**src/rtl/wave_seq_ctrl.sv**
```systemverilog
// Waveform sample scheduler: periodic tick -> ROM fetch -> registered DAC update.
// Latency: run edge E0 -> rom_en after E0+DIV+1 -> dac_strobe after E0+DIV+2+ROM_LAT.
// Backpressure: cfg port always ready out of reset; ticks landing on an in-flight fetch are dropped (overrun).
module wave_seq_ctrl #(
    parameter int ADDR_W  = 11,
    parameter int DATA_W  = 12,
    parameter int DIV_W   = 16,
    parameter int ROM_LAT = 1
) (
    input  logic              clk,
    input  logic              reset,
    input  logic              cfg_valid,
    output logic              cfg_ready,
    input  logic [1:0]        cfg_addr,
    input  logic [15:0]       cfg_wdata,
    output logic              rom_en,
    output logic [ADDR_W-1:0] rom_addr,
    input  logic [DATA_W-1:0] rom_data,
    output logic [DATA_W-1:0] dac_out,
    output logic              dac_strobe,
    output logic              busy,
    output logic              wrap,
    output logic              overrun
);

    typedef enum logic [1:0] {S_IDLE, S_WAIT, S_FETCH, S_LATCH} state_t;

    localparam logic [2:0] LAT_LAST = 3'(ROM_LAT - 1);

    state_t            state, state_n;
    logic              run_r, oneshot_r;
    logic [DIV_W-1:0]  div_r, div_act, cnt;
    logic [ADDR_W-1:0] step_r, step_act, start_r, addr;
    logic [2:0]        lat_cnt;
    logic              clr_pend;

    logic              wr_ctrl, wr_div, wr_step, wr_start, clr_wr;
    logic              tick, tick_go, last_lat, in_flight;
    logic              wrap_now, oneshot_stop, run_nxt;
    logic [ADDR_W:0]   sum;

    assign wr_ctrl  = cfg_valid && cfg_ready && (cfg_addr == 2'd0);
    assign wr_div   = cfg_valid && cfg_ready && (cfg_addr == 2'd1);
    assign wr_step  = cfg_valid && cfg_ready && (cfg_addr == 2'd2);
    assign wr_start = cfg_valid && cfg_ready && (cfg_addr == 2'd3);
    assign clr_wr   = wr_ctrl && cfg_wdata[2];

    assign tick      = (cnt == div_act);
    assign tick_go   = tick && !clr_wr;
    assign in_flight = (state == S_FETCH) || (state == S_LATCH);
    assign last_lat  = (state == S_LATCH) && (lat_cnt == LAT_LAST);

    // A clr during the fetch keeps START in addr, so the increment and its carry are discarded.
    assign sum          = {1'b0, addr} + {1'b0, step_act};
    assign wrap_now     = last_lat && !clr_pend && !clr_wr && sum[ADDR_W];
    assign oneshot_stop = wrap_now && oneshot_r;
    assign run_nxt      = wr_ctrl ? cfg_wdata[0] : (run_r && !oneshot_stop);

    assign rom_en   = (state == S_FETCH);
    assign rom_addr = addr;
    assign busy     = (state != S_IDLE);

    always_comb begin
        state_n = state;
        case (state)
            S_IDLE:  if (run_nxt) state_n = S_WAIT;
            S_WAIT: begin
                if (!run_nxt)    state_n = S_IDLE;
                else if (tick_go) state_n = S_FETCH;
            end
            S_FETCH: state_n = S_LATCH;
            S_LATCH: if (last_lat) state_n = run_nxt ? S_WAIT : S_IDLE;
            default: state_n = S_IDLE;
        endcase
    end

    always_ff @(posedge clk) begin
        if (!reset) begin
            state      <= S_IDLE;
            cfg_ready  <= 1'b0;
            run_r      <= 1'b0;
            oneshot_r  <= 1'b0;
            div_r      <= '0;
            div_act    <= '0;
            step_r     <= ADDR_W'(1);
            step_act   <= ADDR_W'(1);
            start_r    <= '0;
            addr       <= '0;
            cnt        <= '0;
            lat_cnt    <= '0;
            clr_pend   <= 1'b0;
            dac_out    <= DATA_W'(1) << (DATA_W - 1);
            dac_strobe <= 1'b0;
            wrap       <= 1'b0;
            overrun    <= 1'b0;
        end else begin
            cfg_ready <= 1'b1;
            state     <= state_n;
            run_r     <= run_nxt;
            if (wr_ctrl)  oneshot_r <= cfg_wdata[1];
            if (wr_div)   div_r     <= cfg_wdata[DIV_W-1:0];
            if (wr_step)  step_r    <= cfg_wdata[ADDR_W-1:0];
            if (wr_start) start_r   <= cfg_wdata[ADDR_W-1:0];

            if (state == S_IDLE) begin
                cnt      <= '0;
                clr_pend <= 1'b0;
                if (state_n == S_WAIT) begin
                    addr     <= start_r;
                    div_act  <= div_r;
                    step_act <= step_r;
                end
            end else if (clr_wr) begin
                cnt  <= '0;
                addr <= start_r;
                if (in_flight && !last_lat) clr_pend <= 1'b1;
            end else begin
                // DIV/STEP shadows refresh only on a tick so a fetch in flight is unaffected.
                if (tick) begin
                    cnt     <= '0;
                    div_act <= div_r;
                    if (state == S_WAIT) step_act <= step_r;
                end else begin
                    cnt <= cnt + 1'b1;
                end
                if (last_lat && !clr_pend) addr <= sum[ADDR_W-1:0];
            end
            if (last_lat) clr_pend <= 1'b0;

            if (state == S_FETCH)      lat_cnt <= '0;
            else if (state == S_LATCH) lat_cnt <= lat_cnt + 3'd1;

            dac_strobe <= last_lat;
            wrap       <= wrap_now;
            if (last_lat) dac_out <= rom_data;

            if (wr_ctrl)                     overrun <= 1'b0;
            else if (tick_go && in_flight)   overrun <= 1'b1;
        end
    end

endmodule

```
**config.mk**
```make
export PLATFORM = sky130hd
export DESIGN_NAME = wave_seq_ctrl
export DESIGN_NICKNAME = d
export VERILOG_FILES = /design/src/rtl/wave_seq_ctrl.sv
export SDC_FILE = /design/constraint.sdc
export NUM_CORES = 1
export LEC_CHECK = 0
export ABC_AREA = 1
export CAP_MARGIN = 10
export CORE_UTILIZATION = 40
export DETAILED_ROUTE_END_ITERATION = 6
export SYNTH_ARGS = -nofsm -noshare
export SYNTH_HDL_FRONTEND = slang
export SYNTH_SLANG_ARGS = --single-unit
```
**constraint.sdc**
```tcl
create_clock -name clk -period 1.7 [get_ports clk]
set_input_delay 0.34 -clock clk [delete_from_list [all_inputs] [get_ports clk]]
set_output_delay 0.34 -clock clk [all_outputs]
set_load 0.05 [all_outputs]
```
# Word-level counts from Yosys, hierarchy flattened
# Index checks and enable logic that the tools add are counted.
[totals] word_cells=87 ff_bits=116 ram_bits=0 latchBits=0 n_memories=0 output_inout_bits=29 input_bits=33 romBits=0
[classes] div=0 reduce_logical=35 addsub=3 n_mul=0 n_shift=0 n_bitwise=1 eq_ne=10 n_lt_le_gt_ge=0 muxes=21
[ops] op="11-bit 2-to-1 mux" count=9
[ops] op="16-bit 2-to-1 mux" count=4
[ops] op="16-bit by 1-bit adder with 16-bit output, second input constant" count=1
[ops] op="16-bit equality test" count=1
[ops] op="1-bit logical AND" count=15
[ops] op="11-bit by 11-bit adder with 12-bit output" count=1
[ops] op="2-bit equality test, second input constant" count=4
[ops] op="2-bit 2-to-1 mux" count=4
[ops] op="2-bit case mux with 4 select lines" count=1
[ops] op="2-bit by 1-bit equality test with 1-bit output, second input constant" count=3
[ops] op="2-bit nonzero test" count=3
[ops] op="1-bit logical NOT" count=4
[ops] op="2-bit logical NOT" count=2
[ops] op="2-bit by 1-bit inequality test with 1-bit output, second input constant" count=2
[ops] op="2-bit AND reduction" count=2
[ops] op="4-bit AND reduction" count=1
[ops] op="2-bit OR reduction" count=2
[ops] op="4-bit OR reduction" count=1
[ops] op="3-bit by 1-bit adder with 3-bit output, second input constant" count=1
[ops] op="3-bit logical NOT" count=1
[ops] op="1-bit 2-to-1 mux" count=3
[ops] op="3-bit AND reduction" count=1
[ops] op="3-bit nonzero test" count=1
[ops] op="3-bit OR reduction" count=1
[ops] op="2 further kinds" count=2

# Depth between registers and ports, before layout
# Gate-level depths: netlist (run 1).
[depth] depth_word=16 ltp_mapped=16 ltp_nobuf=15

# Least setup slack after synthesis (run 1)
# No wires, ideal clock.
[synth_timing] path_kind="register to register" startpoint="register addr[2], in the netlist rom_addr[2]" endpoint="register div_act[10]" setup_time_ns=0.113 required_time_ns=1.587 n_path_buf=1 setup_slack_ns=-0.517 synth_period_minus_slack_ns=2.217 arrival_ns=2.104 stages_incl_launch_ff=15 path_cell_list="dfxtp_1 > ha_1 > nand3_1 > nand3_1 > nand3_1 > nand3_1 > nand3_1 > nand2_1 > nand2_2 > nand2_4 > nand2_4 > clkinv_2 > buf_6 > nor2_1 > nor2_1"
[synth_via] elab_chain_cells=12 word_cells_on_any_way=14 classes_between="add/sub (1); eq/ne (2); mux (6); reduce/logical (5)"
[synth_lines] element="from (decl)" line_no="33" source="logic [ADDR_W-1:0] step_r, step_act, start_r, addr;"
[synth_lines] element="from (signal assigned)" line_no="109" source="addr <= start_r;"
[synth_lines] element="from (signal assigned)" line_no="115" source="addr <= start_r;"
[synth_lines] element="from (signal assigned)" line_no="126" source="if (last_lat && !clr_pend) addr <= sum[ADDR_W-1:0];"
[synth_lines] element="11-bit by 11-bit adder with 12-bit output (*)" line_no="54" source="assign sum = {1'b0, addr} + {1'b0, step_act};"
[synth_lines] element="1-bit logical AND (*)" line_no="55" source="assign wrap_now = last_lat && !clr_pend && !clr_wr && sum[ADDR_W];"
[synth_lines] element="1-bit logical AND (*)" line_no="56" source="assign oneshot_stop = wrap_now && oneshot_r;"
[synth_lines] element="1-bit logical NOT (*)" line_no="57" source="assign run_nxt = wr_ctrl ? cfg_wdata[0] : (run_r && !oneshot_stop);"
[synth_lines] element="1-bit logical AND (*)" line_no="57"
[synth_lines] element="1-bit 2-to-1 mux (*)" line_no="57"
[synth_lines] element="1-bit 2-to-1 mux" line_no="72" source="S_LATCH: if (last_lat) state_n = run_nxt ? S_WAIT : S_IDLE;"
[synth_lines] element="2-bit 2-to-1 mux" line_no="72"
[synth_lines] element="2-bit case mux with 4 select lines (*)" line_no="65" source="case (state)"
[synth_lines] element="2-bit by 1-bit equality test with 1-bit output (*)" line_no="108" source="if (state_n == S_WAIT) begin"
[synth_lines] element="2-bit by 1-bit inequality test with 1-bit output (no line) (*)"
[synth_lines] element="3-bit AND reduction (no line) (*)"
[synth_lines] element="to (signal assigned)" line_no="110" source="div_act <= div_r;"
[synth_lines] element="to (signal assigned)" line_no="121" source="div_act <= div_r;"
[synth_lines] element="to (decl)" line_no="32" source="logic [DIV_W-1:0] div_r, div_act, cnt;"
# Every way passes the cells marked *; elsewhere a longest branch is shown, timed or not.
# A chain may end at the register's enable or synchronous reset.

# Worst setup path after layout (run 1)
[layout_timing] startpoint="register step_act[7]" endpoint="register step_act[8]"
[layout_via] elab_chain_cells=12 word_cells_on_any_way=14 classes_between="add/sub (1); eq/ne (2); mux (6); reduce/logical (5)"
[layout_lines] element="from (decl)" line_no="33"
[layout_lines] element="from (signal assigned)" line_no="111" source="step_act <= step_r;"
[layout_lines] element="from (signal assigned)" line_no="122" source="if (state == S_WAIT) step_act <= step_r;"
[layout_lines] element="11-bit by 11-bit adder with 12-bit output (*)" line_no="54"
[layout_lines] element="1-bit logical AND (*)" line_no="55"
[layout_lines] element="1-bit logical AND (*)" line_no="56"
[layout_lines] element="1-bit logical NOT (*)" line_no="57"
[layout_lines] element="1-bit logical AND (*)" line_no="57"
[layout_lines] element="1-bit 2-to-1 mux (*)" line_no="57"
[layout_lines] element="1-bit 2-to-1 mux" line_no="72"
[layout_lines] element="2-bit 2-to-1 mux" line_no="72"
[layout_lines] element="2-bit case mux with 4 select lines (*)" line_no="65"
[layout_lines] element="2-bit by 1-bit equality test with 1-bit output (*)" line_no="108"
[layout_lines] element="2-bit by 1-bit inequality test with 1-bit output (no line) (*)"
[layout_lines] element="4-bit AND reduction (no line) (*)"
# Marked as above.

==> results.md, run 1 <==
- The count of standard-cell rows is 40.
- The number of global-route vias before repair is 4912.
- In the post-synthesis netlist, the biggest area contributors are sky130_fd_sc_hd__dfxtp_1, sky130_fd_sc_hd__nor2_1, sky130_fd_sc_hd__nand2_1.
- The clock root buffer is sky130_fd_sc_hd__clkbuf_16.
- The launching element type of the critical path is a flop.
- The run finished, with violations left.
- The fraction of final layout cells with drive strength greater than 1 is 36.7%.
- The H-tree generated during clock tree synthesis spans 4 levels.
- The remaining routing DRC violations is 0.
- From bottom edge to top edge, the die measures 115 µm.
- The clock buffer count from CTS is 17.
- The post-route non-filler standard cell count is 1030.
- Once the floorplan was initialized, standard cells occupied 41.7% of the core.
- The count of buffers added on input and output ports is 61.
- The die covers 0.0132 mm².
- The total power divided by cell area is 884 mW/mm².
- The number of instances in the synthesized netlist is 683.
- Max-cap violations in this run came to 0.
- After synthesis the cells add up to 0.00509 mm².
- The class of the worst hold path is in2reg.
- Measured along the x axis, the die boundary spans 115 µm.
- The total iterations of the first detailed-routing run is 5.
- The setup skew after layout is 0.00744 ns.
- The slew of the pin with the lowest slew margin is 0.483 ns.
- STA classifies the critical path endpoint as a flop.
- The post-synthesis sequential area ratio is 45.6%.
- After clock tree synthesis, the flow added hold-fix buffers numbering 0.
- The mean area per synthesized cell is 7.46 µm².
- The number of warnings reported in the yosys synthesis log is 0.
- The total congestion overflow is 0.
- The max-slew violation count came to 0.
- After filler insertion, the fill cell instance count of the layout stands at 1040.
- TritonCTS built the clock tree.
- The shortest clock period the worst path allows after layout is 1.92 ns.
- The number of antenna-violating nets in the routed design is 0.
- The final net count is 897.
- The detailed placer's ending HPWL is 9.78 mm.
- The worst path uses 113% of the clock period.
- The relative max-transition margin is 67.8%.
- The total clock sinks is 116.
- At the later pin of the worst-skew pair, clock insertion delay measures 0.42 ns.
- The detailed-route wire length per cell is 14.3 µm.
- Counting along the longest clock path gives a buffer depth of 2.
- The maximum ir drop on the vdd rail is 549 µV.
- Synthesis instantiated 35 different standard cells from the library.
- The signal on the critical path passes through ha_4, nand2_2, nor2_4, nand3_2, nand3_4, nand3_2, nand2_2, nand2_4, nand2_8, nand2_8, clkbuf_16, a21oi_1, nor2_1.
- The final hold violation count is 0.
- The highest clock rate is 521 MHz.
- Synthesis inferred 116 register bits.
- The total wire length is 14.8 mm.
- The kind of critical path is reg2reg.
- The number of antenna diodes in the final layout is 0.
- For the final routed database, the setup TNS stands at -6.96 ns.
- The reported leakage power is 3.47 nW.
- The DRC violation total after the first TritonRoute iteration is 309.
- The total I/O pin count is 62.
- The number of nets in the synthesized netlist is 731.
- The area growth from synthesis to layout is 56.1%.
- The final hold slack is 0.347 ns.
- Leaving out fill and tap cells, the most frequent cells in the layout are sky130_fd_sc_hd__nor2_1, sky130_fd_sc_hd__buf_4, sky130_fd_sc_hd__dfxtp_1, sky130_fd_sc_hd__nand2_1.
- The combined global-route utilization of all metal layers is 22.9%.
- The checks that failed: negative setup slack.
- The post-route worst setup slack is -0.219 ns.
- After clock tree synthesis, the clock-pin slew on the worst setup and hold paths is 0.06 ns.
- The post-route core utilization is 65.1%.
- The core region is 0.0122 mm².
- The first global-routing pass estimated 23.0 mm of wire.
- Entering global routing, the biggest net connects 81 pins.
- Using the TritonRoute via totals, the vias-per-cell ratio works out to 4.89.
- The count of final setup violators is 42.
- In this design, the stage delay of the slowest critical-path cell is 0.36 ns.
- The worst endpoint data arrival time is 2.23 ns.
- The number of placed cells counting well taps is 974.
- The largest individual stage delay along the critical path comes from the cell sky130_fd_sc_hd__dfxtp_4.
- Setup repair after global routing could not meet its margin everywhere.
- At the worst endpoint, the required time is 2.02 ns.
- The dominant cell type by area after synthesis is sky130_fd_sc_hd__dfxtp_1.
- The commonest non-fill, non-tap cell in the layout is sky130_fd_sc_hd__nor2_1.
- The largest fanout on the critical path is 6.
- The total via count in the routed design is 5035.
- At the end of routability-driven placement, the weighted congestion stood at 0.859.
- The initial antenna violation count is 0.
- The share of the synthesized area in the top cell type is 45.6%.
## area by class of cell
class,instances,area [µm²],area share (%)
multi-input combinational,483,3040,38.2
clock buffer,17,425,5.35
timing repair buffer,168,1500,18.9
sequential,116,2400,30.1
inverter,61,246,3.10
timing repair inverter,2,16.3,0.205
tap,168,210,2.64
clock inverter,15,115,1.45
## cells by family (layout without fill, tap and decap cells)
group	Yosys count	after routing	share of synthesized area, %
and+or+nand+nor	309	310	25.6
adders and majority gates	15	15	3.83
AOI/OAI and AO/OA	135	135	14.3
buffers and inverters	85	263	6.75
DFF	116	116	45.6
xor gates and xnor gates	23	23	3.95
## flip-flops by register name, summed over array words and instances (netlist names)
signal	cells
cfg_ready	1
clr_pend	1
cnt	16
dac_out	12
dac_strobe	1
div_act	16
div_r	16
lat_cnt	3
oneshot_r	1
overrun	1
rom_addr	11
run_r	1
start_r	11
state	2
step_act	11
step_r	11
wrap	1
## Yosys cell counts
master / instances
sky130_fd_sc_hd__nand3_1: 29
sky130_fd_sc_hd__nor3b_1: 4
sky130_fd_sc_hd__nor3_1: 13
sky130_fd_sc_hd__nand2_1: 87
sky130_fd_sc_hd__buf_2: 4
sky130_fd_sc_hd__or2_2: 2
sky130_fd_sc_hd__or2_0: 1
sky130_fd_sc_hd__a211oi_1: 1
sky130_fd_sc_hd__fa_1: 1
sky130_fd_sc_hd__nand2_4: 2
sky130_fd_sc_hd__clkinv_1: 1
sky130_fd_sc_hd__buf_6: 2
sky130_fd_sc_hd__dfxtp_1: 116
sky130_fd_sc_hd__nor2_1: 153
sky130_fd_sc_hd__and3_1: 2
sky130_fd_sc_hd__nor2_4: 1
sky130_fd_sc_hd__xor2_1: 8
sky130_fd_sc_hd__nand4_1: 6
sky130_fd_sc_hd__a31oi_1: 2
sky130_fd_sc_hd__a22o_1: 11
sky130_fd_sc_hd__a21oi_1: 40
sky130_fd_sc_hd__buf_4: 1
sky130_fd_sc_hd__clkinv_2: 1
sky130_fd_sc_hd__nor2_2: 2
sky130_fd_sc_hd__ha_1: 14
sky130_fd_sc_hd__inv_1: 53
sky130_fd_sc_hd__o21ai_0: 58
sky130_fd_sc_hd__inv_2: 6
sky130_fd_sc_hd__nand2_2: 6
sky130_fd_sc_hd__o21ai_1: 21
sky130_fd_sc_hd__xnor2_1: 15
sky130_fd_sc_hd__a21o_1: 1
sky130_fd_sc_hd__clkbuf_1: 17
sky130_fd_sc_hd__nor3_2: 1
sky130_fd_sc_hd__o21bai_1: 1
## critical path: cells and delay by family (launching register included)
family | cells | cell delay [ns]
compound gates | 1 | 0.12
fa+ha+maj | 1 | 0.27
buf+inv | 1 | 0.18
flops | 1 | 0.36
simple gates | 10 | 0.88
## where the power goes
| part | switching [mW] | total [mW] | internal [mW] |
|---|---|---|---|
| Clock | 1.30 | 3.28 | 1.98 |
| Sequential | 0.0808 | 2.88 | 2.80 |
| Combinational | 0.443 | 0.862 | 0.419 |
| Total | 1.83 | 7.03 | 5.20 |
## per-stage QoR
| step | instance area, µm² | worst slack, ns | power, mW |
|---|---|---|---|
| 6_report | 7950 | -0.219 | 7.03 |
| 5_1_grt | 7950 | -0.312 | 7.28 |
| 4_1_cts | 7500 | -0.204 | 7.01 |
| 3_5_place_dp | 6660 | -0.568 | 3.65 |
| 3_3_place_gp | 6660 | -0.511 | 3.64 |
| 2_1_floorplan | 5310 | -0.125 | 3.32 |
## metal layers
layer / global-route usage (%) / up-vias / routed length [µm]
met5: 0 / - / 0
met4: 9.70 / 0 / 367
met3: 5.43 / 26 / 570
met2: 39.3 / 96 / 7320
met1: 27.4 / 2354 / 6510
li1: - / 2559 / -
## what timing repair did
action,4_1_cts,5_1_grt
pin swaps,7,36
gates resized for setup,64,92
endpoints found under the setup margin,66,58
setup buffers,10,8
gates cloned,2,4
## path summary, 6_finish.rpt
| kind | from | end | slack, ns | cells after the start |
|---|---|---|---|---|
| setup reg to reg | step_act[7]$_SDFFE_PN0P_ | step_act[8]$_SDFFE_PN0P_ | -0.22 | 13 |
| hold reg to reg | step_r[1]$_SDFFE_PN0P_ | step_r[1]$_SDFFE_PN0P_ | 0.46 | 2 |
| hold / removal | reset | cfg_ready$_DFF_P_ | 0.35 | 2 |
| setup / recovery | step_act[7]$_SDFFE_PN0P_ | step_act[8]$_SDFFE_PN0P_ | -0.22 | 13 |
(Power assumes the default switching activity.)
==> run 2, diff against run 1 <==
--- a/config.mk
+++ b/config.mk
@@ -9,6 +9,7 @@
 export CAP_MARGIN = 10
 export CORE_UTILIZATION = 40
 export DETAILED_ROUTE_END_ITERATION = 6
+export PLACE_DENSITY = 0.63
 export SYNTH_ARGS = -nofsm -noshare
 export SYNTH_HDL_FRONTEND = slang
 export SYNTH_SLANG_ARGS = --single-unit
==> results.md, run 2 (same netlist as run 1, synthesis figures left out) <==
- The combined global-route utilization of all metal layers came to 22.7% (-0.22 points).
- The total congestion overflow came to 0 (unchanged).
- Setup repair after global routing could not meet its margin everywhere.
- The final estimated routing congestion in global placement is 0.897 (+4.3%).
- The clock tree buffer depth is 2 (unchanged).
- The relative max-transition margin is 67.1% (-0.63 points).
- The max-slew violation count is 0 (unchanged).
- For hold timing, the worst endpoint is cfg_ready$_DFF_P_.
- The highest clock rate is 502 MHz (-3.7%).
- The post-route core utilization is 65.3% (+0.17 points).
- The final hold violation count is 0 (unchanged).
- The die boundary height was 115 µm (unchanged).
- The flow ran to the end, but the final reports show violations.
- The slew of the pin with the lowest slew margin was 0.492 ns (+0.00938 ns).
- The total of max-cap violations is 0 (unchanged).
- The total I/O pin count came to 62 (unchanged).
- The checks that failed: negative setup slack.
- Relative to the synthesized area, the layout overhead comes to 56.5%.
- The hold path startpoint is reset.
- The setup slack of the most critical reg-to-reg path is -0.29 ns (-0.07 ns).
- The area of all placed cells without fillers is 0.00797 mm² (+0.27%).
- The placement-stage cell area is 0.00669 mm² (+0.38%).
- The kind of end point of the critical path is a flop.
- The effective utilization at floorplan is 41.7% (unchanged).
- The total iterations of the first detailed-routing run is 5 (unchanged).
- The number of cells traversed by the worst register-to-register path is 14 (+1).
- The clock-pin transition on the worst setup and hold timing paths came to 0.06 ns (about the same).
- The total via count in the routed design is 5117 (+1.6%).
- The count of final setup violators came to 43 (+2.4%).
- The setup skew after layout was 0.0116 ns (+0.00414 ns).
- The remaining routing DRC violations is 0 (unchanged).
- The number of antenna-violating nets in the routed design is 0 (unchanged).
- The kind of critical path is reg2reg.
- The worst setup timing slack at the placement stage is -0.531 ns (+0.0372 ns).
- The launching element type of the critical path is a flop.
- The post-route worst setup slack is -0.293 ns (-0.0734 ns).
- The final clock period utilization by the worst path was 117% (+4.3 points).
- The floorplan die width is 115 µm (unchanged).
- The final hold slack was 0.337 ns (-0.0101 ns).
- The largest fanout on the critical path was 5 (-1).
- The number of vias per cell is 4.97 (+1.7%).
- The startpoint identified for the worst register-to-register timing path is step_act[7]$_SDFFE_PN0P_.
- The floorplan core area is 0.0122 mm² (unchanged).
- The fraction of final layout cells with drive strength greater than 1 came to 36.4% (-0.31 points).
- The largest net degree at the start of global routing came to 81 (unchanged).
- The final net count is 896 (-0.11%).
- The count of buffers from port buffering is 61 (unchanged).
- The depth of the worst hold-timing path was 2 (unchanged).
- The TritonCTS clock tree is done.
- The initial antenna violation count is 0 (unchanged).
- The clock buffer count from CTS is 17 (unchanged).
- The clock latency reported for the late side of the worst-skew pair was 0.41 ns (about the same).
- The global-route wire length before repair was 23.5 mm (+2.2%).
- The H-tree depth reported by CTS came to 4 (unchanged).
- The DRC violation total after the first TritonRoute iteration is 250 (-19%).
- The die footprint is 0.0132 mm² (unchanged).
- The data required time at the worst endpoint is 2.05 ns (+0.03 ns).
- The count of standard-cell rows was 40 (unchanged).
- The reg-to-reg endpoint is step_act[2]$_SDFFE_PN0P_.
- The tree is rooted in a sky130_fd_sc_hd__clkbuf_16.
- The antenna diode instance count is 0 (unchanged).
- The class of the worst hold path is in2reg.
- The largest registers in the layout are cnt: 16 flops, div_act: 16 flops, div_r: 16 flops.
- The post-layout total power is 7.42 mW (+5.6%).
- The number of buffers inserted by hold repair at cts is 0 (unchanged).
- The number of global-route vias before repair is 4981 (+1.4%).
- The detailed-route wire length per cell is 14.4 µm (+0.59%).
- The commonest non-fill, non-tap cell in the layout is sky130_fd_sc_hd__nor2_1.
- The reported leakage power is 3.47 nW (-0.19%).
- The maximum ir drop on the vdd rail was 700 µV (+28%).
- The total clock sinks is 116 (unchanged).
- The shortest clock period the worst path allows after layout is 1.99 ns (+0.0734 ns).
- The total wire length was 14.8 mm (+0.49%).
- The total power divided by cell area is 931 mW/mm² (+5.3%).
- In the layout the commonest cells are sky130_fd_sc_hd__nor2_1, sky130_fd_sc_hd__buf_4, sky130_fd_sc_hd__dfxtp_1, sky130_fd_sc_hd__nand2_1, sky130_fd_sc_hd__o21ai_0.
- The detailed placer's ending HPWL is 9.51 mm (-2.8%).
- The worst endpoint data arrival time is 2.34 ns (+0.11 ns).
==> run 2: cell count changes in the layout (fill, tap and decap cells not counted), moves of 3 or more <==
cell / change
sky130_fd_sc_hd__o21ai_2: -4
sky130_fd_sc_hd__nor3_1: -3
sky130_fd_sc_hd__a21oi_4: -3
sky130_fd_sc_hd__buf_4: +3
sky130_fd_sc_hd__clkinv_1: -7
sky130_fd_sc_hd__a21oi_1: +8
sky130_fd_sc_hd__a21oi_2: -5
sky130_fd_sc_hd__nor2_1: -7
sky130_fd_sc_hd__nor2_2: +5
sky130_fd_sc_hd__dfxtp_1: +3
sky130_fd_sc_hd__buf_6: -5
sky130_fd_sc_hd__nor3_2: +4
==> run 2: per-stage QoR <==
stage                     setup TNS, ns  std cells
after global placement           -27.60        979
after global routing             -14.20       1029
after floorplan                   -3.57        683
final                             -9.54       1029
after detailed placement         -32.56        979
after CTS                         -7.23       1017
==> run 2: layout make-up <==
type / count / area, µm²
Fill cell: 1002 / 4240
Multi-Input combinational cell: 484 / 2990
Sequential cell: 116 / 2390
Timing Repair Buffer: 167 / 1490
Clock buffer: 18 / 439
Inverter: 61 / 263
Tap cell: 168 / 210
Clock inverter: 14 / 175
Timing Repair inverter: 1 / 16.3
==> run 2: what timing repair did <==
item,CTS,global route
resized for setup,72,68
setup buffers,3,11
cloned,3,3
pin swaps,8,31
endpoints found under the setup margin,68,70
==> run 2: worst max path at each step <==
| stage | startpoint | to | slack, ns | depth (start not counted) |
|---|---|---|---|---|
| 2_1_floorplan | rom_addr[4]$_SDFFE_PN0P_ | div_act[9]$_SDFFE_PN0P_ | -0.13 | 16 |
| 3_3_place_gp | cfg_addr[0] | div_act[1]$_SDFFE_PN0P_ | -0.43 | 13 |
| 3_5_place_dp | cfg_addr[0] | div_act[7]$_SDFFE_PN0P_ | -0.53 | 13 |
| 4_1_cts | rom_addr[4]$_SDFFE_PN0P_ | step_act[5]$_SDFFE_PN0P_ | -0.22 | 15 |
| 5_1_grt | rom_addr[4]$_SDFFE_PN0P_ | step_act[2]$_SDFFE_PN0P_ | -0.39 | 16 |
| 6_report | step_act[7]$_SDFFE_PN0P_ | step_act[2]$_SDFFE_PN0P_ | -0.29 | 14 |
==> run 2: worst max-delay path, cell delays in order (launching register included) <==
cell	delay, ns
sky130_fd_sc_hd__dfxtp_4	0.36
sky130_fd_sc_hd__ha_4	0.27
sky130_fd_sc_hd__nand2_2	0.07
sky130_fd_sc_hd__nor2_4	0.14
sky130_fd_sc_hd__nand3_2	0.11
sky130_fd_sc_hd__nand3_4	0.10
sky130_fd_sc_hd__nand3_2	0.09
sky130_fd_sc_hd__nand2_2	0.08
sky130_fd_sc_hd__nand2_4	0.08
sky130_fd_sc_hd__nand2_8	0.12
sky130_fd_sc_hd__nand2_8	0.09
sky130_fd_sc_hd__clkbuf_16	0.17
sky130_fd_sc_hd__nand3_1	0.10
sky130_fd_sc_hd__nand2_1	0.06
sky130_fd_sc_hd__nor2_1	0.08
==> run 2: power by group <==
group,switching (mW),leakage (nW),internal (mW)
clock,1.34,0.298,2.36
sequential,0.0765,0.958,2.80
combinational,0.445,2.21,0.405
total,1.86,3.47,5.57
==> run 2: per-layer routing <==
layer / share of wire (%) / vias up / GRT usage, %
li1: - / 2568 / -
met2: 51 / 101 / 39.5
met3: 3.0 / 34 / 4.06
met1: 43 / 2414 / 27.5
met5: 0 / - / 0
met4: 2.8 / 0 / 9.52
==> patch 1, RTL diff (settings of run 2) <==
Put one more register stage on the output `overrun`, cleared by the reset. The value now appears one clock later. The other outputs are not delayed to match.
--- a/src/rtl/wave_seq_ctrl.sv
+++ b/src/rtl/wave_seq_ctrl.sv
@@ -26,6 +26,8 @@
     typedef enum logic [1:0] {S_IDLE, S_WAIT, S_FETCH, S_LATCH} state_t;
 
     localparam logic [2:0] LAT_LAST = 3'(ROM_LAT - 1);
+
+    logic overrun_s0;
 
     state_t            state, state_n;
     logic              run_r, oneshot_r;
@@ -92,7 +94,7 @@
             dac_out    <= DATA_W'(1) << (DATA_W - 1);
             dac_strobe <= 1'b0;
             wrap       <= 1'b0;
-            overrun    <= 1'b0;
+            overrun_s0 <= 1'b0;
         end else begin
             cfg_ready <= 1'b1;
             state     <= state_n;
@@ -134,8 +136,16 @@
             wrap       <= wrap_now;
             if (last_lat) dac_out <= rom_data;
 
-            if (wr_ctrl)                     overrun <= 1'b0;
-            else if (tick_go && in_flight)   overrun <= 1'b1;
+            if (wr_ctrl)                     overrun_s0 <= 1'b0;
+            else if (tick_go && in_flight)   overrun_s0 <= 1'b1;
+        end
+    end
+
+    always_ff @(posedge clk) begin
+        if (!reset) begin
+            overrun <= '0;
+        end else begin
+            overrun <= overrun_s0;
         end
     end
 
Check against the original RTL: not equivalent (a bounded check fails within 10 cycles, from zero or initial values and one cycle with reset low).
==> patch 1 against run 2 <==
  * The flow still finishes with violations (setup timing)
  * Cell area is essentially flat
  * Critical path type unchanged
  * Total power decreased by 4.3%
  * Non-clock buffer count shrank 14
  * Wire length down 2.2%
  * Synthesized area up 3.6%
  * Critical endpoint is now step_act[0]
  * Sequential cell count up 1
  * Worst setup slack better by 0.047 ns
  * Count of clock-buffer cells in the layout grew 4
==> patch 1: results (changes against run 2) <==
The flow ran to the end, but the final reports show violations. The final reports fail on setup timing. The number of cells after detailed placement came to 965 (-1.4%). By count the netlist is led by nor2_1 (153), dfxtp_1 (117), nand2_1 (86). The global-route wire length before repair is 22430 µm (-4.7%).

The worst slew margin relative to its limit came out at 69.14% (+2.0 points). The estimated wirelength of the detail-placed design is 9496 µm (-0.16%). The mean cell area of the mapped netlist came out at 7.671 µm² (+2.9%). The worst-case setup margin in the final layout came out at -0.2460 ns (+0.04669 ns). The highest fanout seen on the critical path is 6 (+1). The total leakage power is 3.476 nW (+0.29%). The share of cells above drive strength 1 is 36.66% (+0.31 points). The peak ir drop on the vdd network came out at 0.8242 mV (+18%). The via total after detailed routing came out at 5034 (-1.6%). Ranked by total cell area, the synthesized netlist is headed by dfxtp_1 (44%), nor2_1 (11%), nand2_1 (6.1%), o21ai_0 (4.0%), a21oi_1 (3.8%). The via count of the first global-routing pass came out at 4716 (-5.3%).

The final weighted congestion in routability-driven placement is 0.8946 (-0.22%). The number of different library cells in the post-synthesis netlist was 40 (+14%). The clock skew after layout is 0.006161 ns (-0.005416 ns). The count of routing violations after the opening detailed-route iteration is 256 (+2.4%). The number of nets in the synthesized netlist came out at 736 (+0.68%). The global-route usage over all layers came out at 21.84% (-0.84 points).

The number of H-tree levels is 4 (unchanged). The setup-violating endpoint count in the final report was 41 (-4.7%). The final routed wirelength across all metal layers is 14520 µm (-2.2%). The via density per instance came out at 4.921 (-1.0%). The arrival time of the worst setup path came to 2.23 ns (-0.11 ns). The part of the Yosys area used for sequential elements came to 44.38% (-1.2 points). The clock tree buffer depth is 2 (unchanged). The final layout net count is 888 (-0.89%).
[patch 1: cell count changes after synthesis, moves of 3 or more]
cell	before	now
inv_2	6	18
inv_1	53	44
nand2_4	2	5
nand2_2	6	3
o21ai_1	21	35
nand3_2	0	9
o21ai_0	58	42
clkbuf_1	17	13
nand3_1	29	20
[patch 1: through the flow]
stage,TNS (ns),area [µm²],worst slack [ns],hold slack (ns),util [%]
4_1_cts,-5.311,7595,-0.1564,0.2874,59.70
2_1_floorplan,-3.568,5509,-0.1395,0.3677,-
3_5_place_dp,-30.64,6699,-0.5040,0.4214,52.66
5_1_grt,-11.88,7966,-0.3453,0.3090,62.62
3_3_place_gp,-27.79,6699,-0.4664,0.4286,52.66
6_report,-8.166,7966,-0.2460,0.2917,62.62
[patch 1: cell families after synthesis]
family / synth area share (%)
fa+ha+maj: 3.698
xor+xnor: 3.817
compound gates: 13.75
flops: 44.38
simple gates: 27.03
buf+inv: 7.326
[patch 1: routing by layer]
layer	vias up	track usage, %	wire (µm)
li1	2543	-	-
met1	2372	26.09	6349
met2	96	36.45	7286
met3	23	4.737	490
met4	0	12.41	390
met5	-	0	0
[patch 1: timing repair]
item,in CTS,in global routing
pin swaps,16,32
gates cloned,3,3
setup buffers,15,8
setup endpoints to repair,57,53
hold buffers,0,0
gates resized for setup,56,60
[patch 1: worst paths after layout]
| kind | start | end | cells past startpoint |
|---|---|---|---|
| setup reg to reg | step_act[4] | step_act[0] | 16 |
| hold / removal | reset | wrap | 3 |
| hold reg to reg | overrun_s0 | overrun | 2 |
| setup / recovery | step_act[4] | step_act[0] | 16 |
[patch 1: layout make-up]
| class | instances | area, µm² |
|---|---|---|
| fillers | 1081 | 4756 |
| multi-input cells | 487 | 3143 |
| clock inverters | 8 | 76.32 |
| well taps | 172 | 215.2 |
| repair buffers | 153 | 1373 |
| repair inverters | 1 | 16.27 |
| clock buffers | 22 | 474.2 |
| flip-flops and latches | 117 | 2410 |
| inverters | 63 | 259.0 |
[patch 1: critical path, cell delays in order (launching register included)]
cell and delay [ns]:
dfxtp_2 0.37, ha_4 0.22, nand2_2 0.06, nand2_2 0.07
nand2_2 0.07, nand2_2 0.07, nand2_2 0.09, nand3_2 0.09
nand3_2 0.08, nand2_2 0.06, nand2_4 0.08, nand2_8 0.11
buf_12 0.16, nand2_4 0.10, nand2_1 0.06, nand2_1 0.05
nand3_1 0.06
[patch 1: power by group]
group | internal, mW | switching, mW | total, mW
registers | 2.82 | 0.0818 | 2.91
logic | 0.389 | 0.468 | 0.856
clock network | 2.10 | 1.24 | 3.34
total | 5.31 | 1.79 | 7.10
==> patch 2, RTL diff (settings of run 2) <==
Made on the original files. Add an input register stage for `cfg_wdata`, without a reset; this delays it by one clock. The other inputs are not delayed to match.
--- a/src/rtl/wave_seq_ctrl.sv
+++ b/src/rtl/wave_seq_ctrl.sv
@@ -27,6 +27,12 @@
 
     localparam logic [2:0] LAT_LAST = 3'(ROM_LAT - 1);
 
+    logic [15:0] cfg_wdata_q;
+
+    always_ff @(posedge clk) begin
+        cfg_wdata_q <= cfg_wdata;
+    end
+
     state_t            state, state_n;
     logic              run_r, oneshot_r;
     logic [DIV_W-1:0]  div_r, div_act, cnt;
@@ -43,7 +49,7 @@
     assign wr_div   = cfg_valid && cfg_ready && (cfg_addr == 2'd1);
     assign wr_step  = cfg_valid && cfg_ready && (cfg_addr == 2'd2);
     assign wr_start = cfg_valid && cfg_ready && (cfg_addr == 2'd3);
-    assign clr_wr   = wr_ctrl && cfg_wdata[2];
+    assign clr_wr   = wr_ctrl && cfg_wdata_q[2];
 
     assign tick      = (cnt == div_act);
     assign tick_go   = tick && !clr_wr;
@@ -54,7 +60,7 @@
     assign sum          = {1'b0, addr} + {1'b0, step_act};
     assign wrap_now     = last_lat && !clr_pend && !clr_wr && sum[ADDR_W];
     assign oneshot_stop = wrap_now && oneshot_r;
-    assign run_nxt      = wr_ctrl ? cfg_wdata[0] : (run_r && !oneshot_stop);
+    assign run_nxt      = wr_ctrl ? cfg_wdata_q[0] : (run_r && !oneshot_stop);
 
     assign rom_en   = (state == S_FETCH);
     assign rom_addr = addr;
@@ -97,10 +103,10 @@
             cfg_ready <= 1'b1;
             state     <= state_n;
             run_r     <= run_nxt;
-            if (wr_ctrl)  oneshot_r <= cfg_wdata[1];
-            if (wr_div)   div_r     <= cfg_wdata[DIV_W-1:0];
-            if (wr_step)  step_r    <= cfg_wdata[ADDR_W-1:0];
-            if (wr_start) start_r   <= cfg_wdata[ADDR_W-1:0];
+            if (wr_ctrl)  oneshot_r <= cfg_wdata_q[1];
+            if (wr_div)   div_r     <= cfg_wdata_q[DIV_W-1:0];
+            if (wr_step)  step_r    <= cfg_wdata_q[ADDR_W-1:0];
+            if (wr_start) start_r   <= cfg_wdata_q[ADDR_W-1:0];
 
             if (state == S_IDLE) begin
                 cnt      <= '0;
Function: changed (Yosys sat finds a counterexample within 4 cycles, from zero or initial values and one cycle with reset low).
==> patch 2 against run 2 <==
  * The run still ends with setup timing left
  * Total power grew 7.4%
  * Clock power rose by 2%
  * Utilization is 1.9 points lower
  * Non-clock buffer count increased by 2
  * Cell area is 6.9% higher
  * Clock skew fell by 0.0015 ns
  * Sequential cell count is 16 higher
  * Synthesized area is 9.9% higher
  * Maximum frequency is 2.0% higher
  * Wire length up 1.1%
  * Worst setup slack gained 0.040 ns
  * Critical path type unchanged
  * Critical endpoint is now step_act[10]
  * Largest cell class unchanged
  * Largest power group unchanged
  * Highest routed layer unchanged
==> patch 2: results (changes against run 2) <==
The estimated wirelength of the detail-placed design is 10080 µm (+6.0%). By count the netlist is led by nor2_1 (145), dfxtp_1 (132), nand2_1 (80). The share of cells above drive strength 1 came out at 39.73% (+3.4 points). The clock skew after layout is 0.01008 ns (-0.001500 ns).

The global-route wire length before repair is 24410 µm (+3.7%). The total leakage power is 3.638 nW (+5.0%). The worst-case setup margin in the final layout is -0.2531 ns (+0.03963 ns). The setup-violating endpoint count in the final report is 39 (-9.3%). The detailed-routing wirelength on met1 is 6854 µm (+7.1%).

The setup slack after placement is -0.5743 ns (-0.04314 ns). The peak ir drop on the vdd network came to 0.6643 mV (-5.1%). Ranked by total cell area, the synthesized netlist is headed by dfxtp_1 (47%), nor2_1 (9.7%), nand2_1 (5.4%), o21ai_0 (4.5%), a21oi_1 (3.7%). The pin count of the biggest net entering global routing is 66 (-19%).

The areal power density over the cells came out at 935.3 nW/µm² (+0.46%). The count of routing violations after the opening detailed-route iteration was 215 (-14%). The number of nets in the synthesized netlist came out at 742 (+1.5%). The highest fanout seen on the critical path came out at 6 (+1). The maximum clock frequency was 0.5120 GHz (+2.0%). The arrival time of the worst setup path was 2.26 ns (-0.08 ns). The routed length per placed instance was 14.26 µm (-1.1%). The total clock buffers created by CTS came out at 17 (unchanged). The final layout net count came to 911 (+1.7%). The slowest stage of the critical path belongs to the cell dfxtp_4. The detailed-routed wire length on met2 is 7365 µm (-2.8%).

In the synthesized netlist the dominant register cell turns out to be dfxtp_1. The iteration count of the initial detailed-routing pass came to 4 (-1). The checks that failed: setup timing. The number of different library cells in the post-synthesis netlist is 41 (+17%). The instance area at placement came out at 7167 µm² (+7.2%). The global-route usage over all layers came out at 21.64% (-1.0 points). The number of gates given a new drive strength after cts came out at 69 (-4.2%).

The number of cells in the finished layout apart from fillers was 1052 (+2.2%). The number of H-tree levels came to 4 (unchanged). The routed length on met3 came to 587 µm (+30%). The number of antenna violations at the first check in global routing came out at 0 (unchanged). The layout filler cell count is 1119 (+12%).

The via count of the first global-routing pass is 5113 (+2.7%). The worst slew margin relative to its limit is 61.52% (-5.6 points). The via density per instance is 4.897 (-1.5%).

The summed negative setup slack over all endpoints was -6.832 ns (+2.705 ns). The part of the Yosys area used for sequential elements is 47.18% (+1.6 points). The final weighted congestion in routability-driven placement was 0.7991 (-11%). The run finished, with violations left.

The number of cells after detailed placement came to 996 (+1.7%).
patch 2: report_power, final:
part / leakage, nW / total (mW) / switching [mW] / internal [mW]
registers: 1.09 / 3.29 / 0.0968 / 3.20
logic: 2.25 / 0.886 / 0.467 / 0.420
clock network: 0.301 / 3.79 / 1.39 / 2.40
total: 3.64 / 7.97 / 1.96 / 6.02
patch 2: cells by family (layout without fill, tap and decap cells):
family,after synthesis,count (layout),synth area share [%]
and+or+nand+nor,305,311,25.71
xor gates and xnor gates,22,22,3.440
AOI/OAI and AO/OA,139,139,13.56
DFF,132,132,47.18
adders and majority gates,15,15,3.485
buffers and inverters,81,257,6.613
patch 2: area by class of cell:
class                           instances  share of cell area, %
Tap cell                              176                  2.583
Clock buffer                           21                  5.416
Timing Repair Buffer                  169                  16.95
Clock inverter                         11                  1.761
Multi-Input combinational cell        487                  38.66
Inverter                               55                  2.671
Sequential cell                       132                  31.82
Timing Repair inverter                  1                 0.1321
patch 2: worst register-to-register path, delay by kind of cell, from the launching register on:
kind	cells	cell delay [ns]
fa+ha+maj	1	0.28
buf+inv	1	0.16
flops	1	0.36
compound gates	1	0.18
simple gates	12	0.88
patch 2: worst paths after layout:
check / start / endpoint / slack, ns / cells after the start
setup / recovery: step_act[4] / step_act[10] / -0.25 / 15
hold / removal: reset / div_act[6] / 0.28 / 3
setup reg to reg: step_act[4] / step_act[10] / -0.25 / 15
hold reg to reg: dac_out[11] / dac_out[11] / 0.46 / 2
patch 2: metal layers:
| metal | vias up | track usage, % |
|---|---|---|
| met5 | - | 0 |
| met4 | 0 | 7.870 |
| met3 | 14 | 4.858 |
| met2 | 103 | 36.39 |
| met1 | 2402 | 27.06 |
| li1 | 2633 | - |
